==> config.mk <==
export PLATFORM = sky130hd
export DESIGN_NAME = sprite_slot_mux
export DESIGN_NICKNAME = d
export VERILOG_FILES = /design/src/rtl/sprite_slot_mux.sv
export SDC_FILE = /design/constraint.sdc
export NUM_CORES = 1
export LEC_CHECK = 0
export CAP_MARGIN = 20
export CORE_UTILIZATION = 40
export CTS_BUF_LIST = sky130_fd_sc_hd__clkbuf_4 sky130_fd_sc_hd__clkbuf_8
export DETAILED_ROUTE_END_ITERATION = 16
export HOLD_SLACK_MARGIN = 0.06
export PLACE_DENSITY_LB_ADDON = 0.1
export SYNTH_ARGS = -nofsm -noshare
export SYNTH_HDL_FRONTEND = slang
export SYNTH_SLANG_ARGS = --single-unit
==> constraint.sdc <==
create_clock -name clk -period 7.76 [get_ports clk]
set_input_delay 1.94 -clock clk [delete_from_list [all_inputs] [get_ports clk]]
set_output_delay 1.94 -clock clk [all_outputs]
set_load 0.02 [all_outputs]
==> src/rtl/sprite_slot_mux.sv <==
// Sprite slot engine and priority mux: per-slot X counters and pattern shifters feeding a lowest-index-wins pixel mux.
// Optional sprite-0 hit detection is built when SPRITE0_HIT_EN is defined; otherwise sprite0_hit is tied low.
module sprite_slot_mux #(
    parameter int SLOTS  = 8,
    parameter int SLOT_W = 3
) (
    input  logic              clk,
    input  logic              rst,
    input  logic              sprite_enabled,
    input  logic              no_sprite_clip,
    input  logic              first_column,
    input  logic              last_column,
    input  logic              pixel_tick,
    input  logic              line_clear,
    input  logic              load_en,
    input  logic [SLOT_W-1:0] load_slot,
    input  logic [7:0]        load_x,
    input  logic [7:0]        load_lo,
    input  logic [7:0]        load_hi,
    input  logic [7:0]        load_attr,
    input  logic              load_s0,
    input  logic              bg_opaque,
    input  logic              hit_clear,
    output logic [3:0]        sprite_pixel,
    output logic              sprite_priority,
    output logic              pixel_valid,
    output logic              sprite0_hit
);

    logic [7:0] x_cnt [SLOTS];
    logic [7:0] sh_lo [SLOTS];
    logic [7:0] sh_hi [SLOTS];
    logic [1:0] pal   [SLOTS];
    logic       pri   [SLOTS];

    logic [7:0]       in_lo;
    logic [7:0]       in_hi;
    logic [SLOTS-1:0] load_sel;
    logic [SLOTS-1:0] slot_opaque;
    logic [3:0]       mux_pixel;
    logic             mux_priority;
    logic             clipped;
    logic             forced_clear;

    // Horizontal flip is applied once at load time so the shifter always emits from the MSB.
    always_comb begin
        in_lo = load_lo;
        in_hi = load_hi;
        if (load_attr[6]) begin
            for (int b = 0; b < 8; b++) begin
                in_lo[b] = load_lo[7-b];
                in_hi[b] = load_hi[7-b];
            end
        end
    end

    // Slot indices at or above SLOTS never match, so such loads are dropped.
    always_comb begin
        load_sel = '0;
        for (int i = 0; i < SLOTS; i++) begin
            load_sel[i] = load_en && (int'(load_slot) == i);
        end
    end

    always_comb begin
        slot_opaque = '0;
        for (int i = 0; i < SLOTS; i++) begin
            slot_opaque[i] = (x_cnt[i] == 8'd0) && (sh_hi[i][7] || sh_lo[i][7]);
        end
    end

    // Scanning from the highest index down lets the lowest opaque slot win.
    always_comb begin
        mux_pixel    = 4'd0;
        mux_priority = 1'b1;
        for (int i = SLOTS - 1; i >= 0; i--) begin
            if (slot_opaque[i]) begin
                mux_pixel    = {pal[i], sh_hi[i][7], sh_lo[i][7]};
                mux_priority = pri[i];
            end
        end
    end

    assign clipped      = ~no_sprite_clip & first_column;
    assign forced_clear = ~sprite_enabled | clipped;

    always_ff @(posedge clk or posedge rst) begin
        if (rst) begin
            for (int i = 0; i < SLOTS; i++) begin
                x_cnt[i] <= 8'd0;
                sh_lo[i] <= 8'd0;
                sh_hi[i] <= 8'd0;
                pal[i]   <= 2'd0;
                pri[i]   <= 1'b0;
            end
        end else begin
            for (int i = 0; i < SLOTS; i++) begin
                if (load_sel[i]) begin
                    x_cnt[i] <= load_x;
                    sh_lo[i] <= in_lo;
                    sh_hi[i] <= in_hi;
                    pal[i]   <= load_attr[1:0];
                    pri[i]   <= load_attr[5];
                end else begin
                    if (pixel_tick && (x_cnt[i] != 8'd0)) begin
                        x_cnt[i] <= x_cnt[i] - 8'd1;
                    end
                    if (line_clear) begin
                        sh_lo[i] <= 8'd0;
                        sh_hi[i] <= 8'd0;
                    end else if (pixel_tick && (x_cnt[i] == 8'd0)) begin
                        sh_lo[i] <= {sh_lo[i][6:0], 1'b0};
                        sh_hi[i] <= {sh_hi[i][6:0], 1'b0};
                    end
                end
            end
        end
    end

    always_ff @(posedge clk or posedge rst) begin
        if (rst) begin
            sprite_pixel    <= 4'd0;
            sprite_priority <= 1'b1;
            pixel_valid     <= 1'b0;
        end else if (pixel_tick) begin
            pixel_valid <= 1'b1;
            if (forced_clear) begin
                sprite_pixel    <= 4'd0;
                sprite_priority <= 1'b1;
            end else begin
                sprite_pixel    <= mux_pixel;
                sprite_priority <= mux_priority;
            end
        end else begin
            pixel_valid <= 1'b0;
        end
    end

`ifdef SPRITE0_HIT_EN
    logic s0_valid;
    logic hit_set;
    logic unused_attr;

    assign unused_attr = ^{load_attr[7], load_attr[4:2]};
    assign hit_set = pixel_tick & s0_valid & slot_opaque[0] & bg_opaque
                   & ~forced_clear & ~last_column;

    always_ff @(posedge clk or posedge rst) begin
        if (rst) begin
            s0_valid <= 1'b0;
        end else if (load_sel[0]) begin
            s0_valid <= load_s0;
        end else if (line_clear) begin
            s0_valid <= 1'b0;
        end
    end

    // A clear in the same cycle as a hit wins, so software never sees a stale flag.
    always_ff @(posedge clk or posedge rst) begin
        if (rst) begin
            sprite0_hit <= 1'b0;
        end else if (hit_clear) begin
            sprite0_hit <= 1'b0;
        end else if (hit_set) begin
            sprite0_hit <= 1'b1;
        end
    end
`else
    logic unused_inputs;

    assign unused_inputs = ^{load_attr[7], load_attr[4:2], load_s0, bg_opaque,
                             last_column, hit_clear};
    assign sprite0_hit   = 1'b0;
`endif

endmodule

* Word level (Yosys, flattened, before mapping)
Cells that the tools add are included.
Cells by class: reduce and logical (&&, ||, !) cells 73, $add $sub $neg 8, equality and inequality tests 7, muxes and demuxes 85, bitwise gates (word level) 4
Operator list (count):
- $mux W8 | 66
- $logic_not A8 Y1 | 8
- $reduce_bool A8 Y1 | 8
- $sub A8 B1 Y8 const B | 8
- $mux W4 | 9
- $logic_and A1 B1 Y1 | 32
- $reduce_bool A3 Y1 | 8
- $reduce_bool A2 Y1 | 8
- $eq A3 B3 Y1 const B | 4
- $mux W1 | 10
- $logic_or A1 B1 Y1 | 8
- $eq A3 B2 Y1 const B | 2
- $eq A3 B1 Y1 const B | 1
- $logic_not A3 Y1 | 1
- $not A1 Y1 | 2
- $and A1 B1 Y1 | 1
- $or A1 B1 Y1 | 1
Storage, ports and cells: word-level logic and storage cells 220, flip-flop bits (word level) 222, output and inout port bits 7

* Depth between registers and ports, before layout
Gate-level depths: netlist (run 1).
word-level depth 11, mapped depth 9

* Worst setup path before layout (run 1)
OpenSTA, ideal clock, no wires.
path kind input to register, from in pixel_tick, to reg sh_hi[17] (netlist bit), required time 7.620 ns, stages on the path 6, setup slack 4.319 ns, setup time 0.140 ns, arrival time 3.301 ns, buffers on the path 3, cells stage by stage clkbuf_1 -> buf_1 -> nand2_1 -> buf_1 -> mux2i_1 -> o22ai_1
Between the ends: longest elaborated chain between the ends 2
Ends and longest elaborated chain:
- start, declared | line 13 | input logic pixel_tick,
- $logic_and A1 B1 Y1 | line 111 | end else if (pixel_tick && (x_cnt[i] == 8'd0)) begin
- $reduce_bool A3 Y1 (no line)
- end signal, assigned by index | line 101 | sh_hi[i] <= in_hi;
- end signal, assigned by index | line 113 | sh_hi[i] <= {sh_hi[i][6:0], 1'b0};
- end, declared | line 32 | logic [7:0] sh_hi [SLOTS];
Every way passes these cells. A chain may end at the register's enable or synchronous reset.

* Final worst setup path (run 1)
from in load_en, to reg sh_lo[32] (netlist bit)
Between the ends: longest elaborated chain between the ends 2
Ends and longest elaborated chain:
- start, declared | line 15 | input logic load_en,
- $logic_and A1 B1 Y1 (*) | line 61 | load_sel[i] = load_en && (int'(load_slot) == i);
- $reduce_bool A3 Y1 (no line) or $mux W8 (tied branches)
- end signal, assigned by index | line 100 | sh_lo[i] <= in_lo;
- end signal, assigned by index | line 112 | sh_lo[i] <= {sh_lo[i][6:0], 1'b0};
- end, declared | line 31 | logic [7:0] sh_lo [SLOTS];
Mark *: on every way between the ends. The rest lies on a longest branch, timed or not.

==> impl_metrics.json, run 1 <==
{
  "ys_seq_area_share_pct": 48.7,
  "fin_nets": 1355,
  "rsz0062_at_grt": "no",
  "grt_remaining_overflow": 0,
  "avgSynthCellArea_sq_um": 9.05,
  "p_per_area_mw_per_mm2": 279,
  "crit_arrival_ns": 4.62,
  "ys.flop_type": "dfrtp_1",
  "yosysTopAreaCell": "dfrtp_1",
  "grt_pass1_vias": 8782,
  "use_met1_pct": 29.4,
  "async_flop_share_pct": 100,
  "ctsHoldBuffers": 0,
  "wl_um": 29900,
  "maxSlewHeadroom_pct": 25.7,
  "drc": 0,
  "finalSetupTns_ns": 0,
  "fill_cells": 2742,
  "worstSetupStartpointType": "input pin",
  "finClkSkew_ns": 0.0238,
  "rows": 61,
  "die_w_um": 171,
  "cts_made_buffers": 42,
  "clock-sinks": 222,
  "stdcell_count": 1703,
  "seqCellArea_sq_mm": 0.00556,
  "synth_top_area_share_pct": 48.5,
  "synth_cell_types": 59,
  "grt_busiest_layer": "met2",
  "start_util_pct": 40.8,
  "path_clk_slew_ns": 0.05,
  "hold_viol": 0,
  "cap_violations": 0,
  "grt_pass1_wl_um": 48700,
  "reg2reg_from": "x_cnt[48]",
  "antenna_found_initial": 0,
  "vias_per_cell": 5.35,
  "grt_start_max_net_pins": 68,
  "critPathRequiredTime_ns": 8.14,
  "worstMarginPinSlew_ns": 1.11,
  "r2r_setup_slack_ns": 5.01,
  "die_y_um": 171,
  "firstDrtPassIters": 5,
  "tritoncts": "yes",
  "cts_resized": 0,
  "utilization_pct": 47.2,
  "drv_slew": 0,
  "root_buffer": "clkbuf_8",
  "peakVddDrop_v": 0.000110,
  "fin_crit_sh_pct": 54.6,
  "synth_seq_cells": 222,
  "met2_usage_pct": 34.7,
  "use_met3_pct": 3.10,
  "max_freq_mhz": 236,
  "multi_input_area_sq_mm": 0.00539,
  "synth-edff-count": 0,
  "setup_viol": 0,
  "cts.htree.levels": 2,
  "track_usage_pct": 21.3,
  "drt_iter0_drc": 664,
  "status": "complete, no violations",
  "timing.critical_path.from": "load_en",
  "cp_max_fo": 30,
  "dp_cells": 1622,
  "core-area_sq_mm": 0.0279,
  "drive_above_1_share_pct": 10.9,
  "vias": 9107,
  "yosysWarnings": 0,
  "synth_cells": 1260,
  "hold_path.class": "flip-flop to flip-flop",
  "syn_area_sq_mm": 0.0114,
  "cp-end-kind": "flip-flop",
  "dieArea_sq_mm": 0.0292,
  "yosys-top-cells-area": "dfrtp_1 49%, nand2_1 5.5%, mux2i_1 5.2%",
  "hpwl_um": 19100,
  "critical_path_class": "input pin to flip-flop",
  "diodes": 0,
  "detail-route-antenna-nets": 0,
  "post_cts.repair.setup_buffers": 0,
  "io_buffers": 44,
  "yosys-top-cells-count": "221 x dfrtp_1, 168 x nand2_1, 148 x nor2_1",
  "area_growth_pct": 15.7,
  "hold_path_startpoint": "pal[3]",
  "synth_most_common_cell": "dfrtp_1",
  "cts_buffer_depth": 3,
  "final.min_clock_period_ns": 4.24,
  "gp_congestion": 0.804,
  "syn-num-nets": 1323,
  "routedWlPerCell_um": 17.5,
  "leakage_nw": 5.73,
  "ioPinCount": 54,
  "power.total_w": 0.00368,
  "insertion_delay_ns": 0.55
}
[final timing paths]
kind | endpoint | cells after the start
setup / recovery | sh_lo[32] | 5
hold / removal | pal[3] | 2
setup reg to reg | sh_lo[50] | 7
hold reg to reg | pal[3] | 2
max in group asynchronous | x_cnt[59] | 3
min in group asynchronous | x_cnt[16] | 2
[critical path, cell delays in order]
cell and delay (ns):
clkdlybuf4s50_1 0.63, nor2b_1 0.33, and3_1 0.72, a211o_1 0.82, o22ai_1 0.15
[cells by family after synthesis]
group / count (synthesis) / synth area share (%)
and+or+nand+nor: 450 / 18.3
adders and majority gates: 16 / 1.76
DFF: 222 / 48.7
other: 1 / 0.0329
muxes: 67 / 5.97
AOI/OAI and AO/OA: 325 / 16.7
buffers and inverters: 123 / 4.24
xor gates and xnor gates: 56 / 4.30
[cells in the final DEF, fill, tap and decap left out, types with 3 or more instances in the layout]
cell / instances
a31oi_1: 70
nor2_1: 148
nand2b_1: 5
clkinv_2: 6
xnor2_1: 34
nor2b_1: 4
or3b_1: 4
o21ai_0: 109
buf_4: 31
mux2_2: 8
nor3_1: 11
o21ai_1: 6
or3_1: 12
nand4_1: 10
nand2_1: 168
nor4_1: 20
or3b_2: 6
xor2_1: 22
clkbuf_4: 16
o22ai_1: 47
nor3_2: 3
clkdlybuf4s50_1: 44
mux2i_1: 59
or2_2: 4
nand4b_1: 5
a21oi_1: 59
or4_1: 8
inv_1: 30
nor4b_1: 11
o221ai_1: 4
ha_1: 16
nand3_1: 20
o211ai_1: 4
a211o_1: 4
dfrtp_1: 221
o311ai_0: 4
clkbuf_8: 53
nor3b_1: 3
[flip-flops by register name, summed over array words and instances, names as in the netlist]
signal	count
pal	16
sprite_priority	1
pixel_valid	1
sprite_pixel	4
pri	8
x_cnt	64
sh_hi	64
sh_lo	64
[power by group]
group | switching (W) | internal (W) | total (W) | leakage [nW]
clock network | 0.000520 | 0.000718 | 0.00124 | 0.494
logic | 0.000447 | 0.000365 | 0.000812 | 2.38
registers | 0.000226 | 0.00140 | 0.00163 | 2.85
total | 0.00119 | 0.00249 | 0.00368 | 5.73
[per-stage QoR]
stage                     hold slack, ns  area [sq um]  setup slack (ns)
after floorplan                    0.438         11400              2.92
after global placement             0.458         12200              2.94
after detailed placement           0.462         12200              2.95
after CTS                          0.478         13100              3.55
after global routing               0.506         13200              3.25
final                              0.471         13200              3.52
[layer usage]
metal  routed length [um]  up-vias
li1                     -     4536
met1                14500     4327
met2                13600      200
met3                 1180       44
met4                  569        0
met5                    0        -
[final cells by class]
| type | instances | area share (%) |
|---|---|---|
| clock inverters | 9 | 0.588 |
| inverters | 32 | 0.939 |
| clock buffers | 68 | 6.33 |
| repair buffers | 79 | 5.61 |
| well taps | 378 | 3.58 |
| multi-input cells | 915 | 40.8 |
| flip-flops and latches | 222 | 42.1 |
Power figures use the tool's default switching activity.
==> inputs of run 2 (changes only) <==
clock period = 3.5 ns   (was 7.76 ns; I/O delays follow)
==> impl_metrics.json, run 2 (same netlist as run 1, synthesis figures left out) <==
{
  "status": "complete, no violations",
  "insertion_delay_ns": 0.53,
  "ioPinCount": 54,
  "post_cts.repair.setup_buffers": 0,
  "grt_remaining_overflow": 0,
  "rows": 61,
  "clock-sinks": 222,
  "start_util_pct": 40.8,
  "path_cells": "inv_1, ha_1, or3b_2, nor2_1, nand2_1, mux2i_1, o22ai_1",
  "drc": 0,
  "antenna_found_initial": 0,
  "drive_above_1_share_pct": 11.9,
  "cp-end-kind": "flip-flop",
  "hpwl_um": 19900,
  "max_freq_mhz": 373,
  "dieArea_sq_mm": 0.0292,
  "path_clk_slew_ns": 0.06,
  "p_seq_share_pct": 44.6,
  "switching_share_pct": 32.0,
  "hold_path_startpoint": "pal[3]",
  "area_growth_pct": 17.4,
  "routedWlPerCell_um": 17.2,
  "cpPeakStageDelay_ns": 0.56,
  "die_w_um": 171,
  "seqCellArea_sq_mm": 0.00556,
  "fin_crit_sh_pct": 76.6,
  "cts_buffer_depth": 3,
  "leakage_nw": 5.83,
  "tritoncts": "yes",
  "critPathRequiredTime_ns": 3.89,
  "cp_max_fo": 14,
  "worstMarginPinSlew_ns": 0.807,
  "drt_iter0_drc": 495,
  "wl_um": 29600,
  "reg2reg_from": "x_cnt[48]",
  "stdcell_count": 1719,
  "die_y_um": 171,
  "critical_path_class": "flip-flop to flip-flop",
  "setup_viol": 0,
  "root_buffer": "clkbuf_8",
  "hold_viol": 0,
  "fill_cells": 2741,
  "layout_common_cells": "221 x dfrtp_1, 168 x nand2_1, 148 x nor2_1, 109 x o21ai_0, 70 x a31oi_1",
  "firstDrtPassIters": 5,
  "grt_pass1_vias": 8763,
  "timing.critical_path.from": "x_cnt[48]",
  "dp_slack_ns": 0.593,
  "grt_pass1_wl_um": 48300,
  "finClkSkew_ns": 0.0125,
  "track_usage_pct": 21.0,
  "switchingPower_w": 0.00260,
  "detail-route-antenna-nets": 0,
  "cts_resized": 0,
  "ctsHoldBuffers": 0,
  "clock_power_share_pct": 33.0,
  "core-area_sq_mm": 0.0279,
  "internal_power_w": 0.00552,
  "cts.htree.levels": 2,
  "cpMaxStageDelayCell": "nand2_1",
  "peakVddDrop_v": 0.000253,
  "maxSlewHeadroom_pct": 46.1,
  "final.min_clock_period_ns": 2.68,
  "grt_start_max_net_pins": 50,
  "dp_cells": 1646,
  "layout_commonest_cell": "dfrtp_1",
  "io_buffers": 44,
  "reg_top3": "sh_hi x64, sh_lo x64, x_cnt x64",
  "diodes": 0,
  "setup_ws_ns": 0.819,
  "crit_arrival_ns": 3.07,
  "holdWs_ns": 0.474,
  "vias": 9054,
  "combPwrFrac_pct": 22.5,
  "drv_slew": 0,
  "worstSetupStartpointType": "flip-flop",
  "cts_made_buffers": 42,
  "p_per_area_mw_per_mm2": 607,
  "hold_path.class": "flip-flop to flip-flop",
  "cap_violations": 0,
  "rsz0062_at_grt": "no",
  "fin_nets": 1375,
  "multi_input_area_sq_mm": 0.00539,
  "vias_per_cell": 5.27,
  "gp_congestion": 0.842
}
## run 2: cell count changes in the layout (fill, tap and decap cells not counted), sizes merged
cell,previous run,this run
clkbuf,69,70
buf,34,55
clkinv,6,2
bufinv,1,0
inv,33,31
clkinvlp,1,2
## run 2: layer usage
| layer | wire [um] | track usage, % |
|---|---|---|
| met3 | 850 | 2.78 |
| met1 | 14700 | 29.5 |
| met5 | 0 | 0 |
| met2 | 13600 | 33.8 |
| met4 | 481 | 6.29 |
## run 2: worst paths after layout
check / cells past startpoint / endpoint / slack, ns
min in group asynchronous: 2 / x_cnt[16] / 0.83
setup / recovery: 7 / sh_lo[52] / 0.82
hold reg to reg: 2 / pal[3] / 0.47
setup reg to reg: 7 / sh_lo[52] / 0.82
max in group asynchronous: 3 / sh_hi[28] / 1.97
hold / removal: 2 / pal[3] / 0.47
## run 2: worst max-delay path: cells and delay by family (launching register included)
kind	cells	cell delay, ns
multiplexers	1	0.32
AO/OA/AOI/OAI	1	0.11
flip-flops	1	0.41
adder cells (fa/ha/maj)	1	0.16
buffers and inverters	1	0.13
AND/OR/NAND/NOR	3	1.42
## run 2: cell type report
| type | instances | share of cell area, % |
|---|---|---|
| Timing Repair Buffer | 99 | 7.03 |
| Multi-Input combinational cell | 915 | 40.3 |
| Clock buffer | 70 | 6.59 |
| Inverter | 32 | 0.925 |
| Tap cell | 378 | 3.53 |
| Sequential cell | 222 | 41.5 |
| Clock inverter | 3 | 0.131 |
## run 2: through the flow
step	setup TNS (ns)	total power, W	utilization, %	area, sq um
finish	0	0.00812	47.9	13400
detailed placement	0	0.00548	44.7	12500
global route	0	0.00867	47.9	13400
global placement	0	0.00543	44.7	12500
CTS	0	0.00824	47.9	13400
floorplan	-59.72	0.00492	-	11400
## run 2: power groups by stage
stage	registers (W)	logic, W	clock network, W
global route	0.00370	0.00209	0.00288
CTS	0.00361	0.00185	0.00278
detailed placement	0.00364	0.00184	0
floorplan	0.00353	0.00140	0
global placement	0.00364	0.00180	0
finish	0.00362	0.00182	0.00268
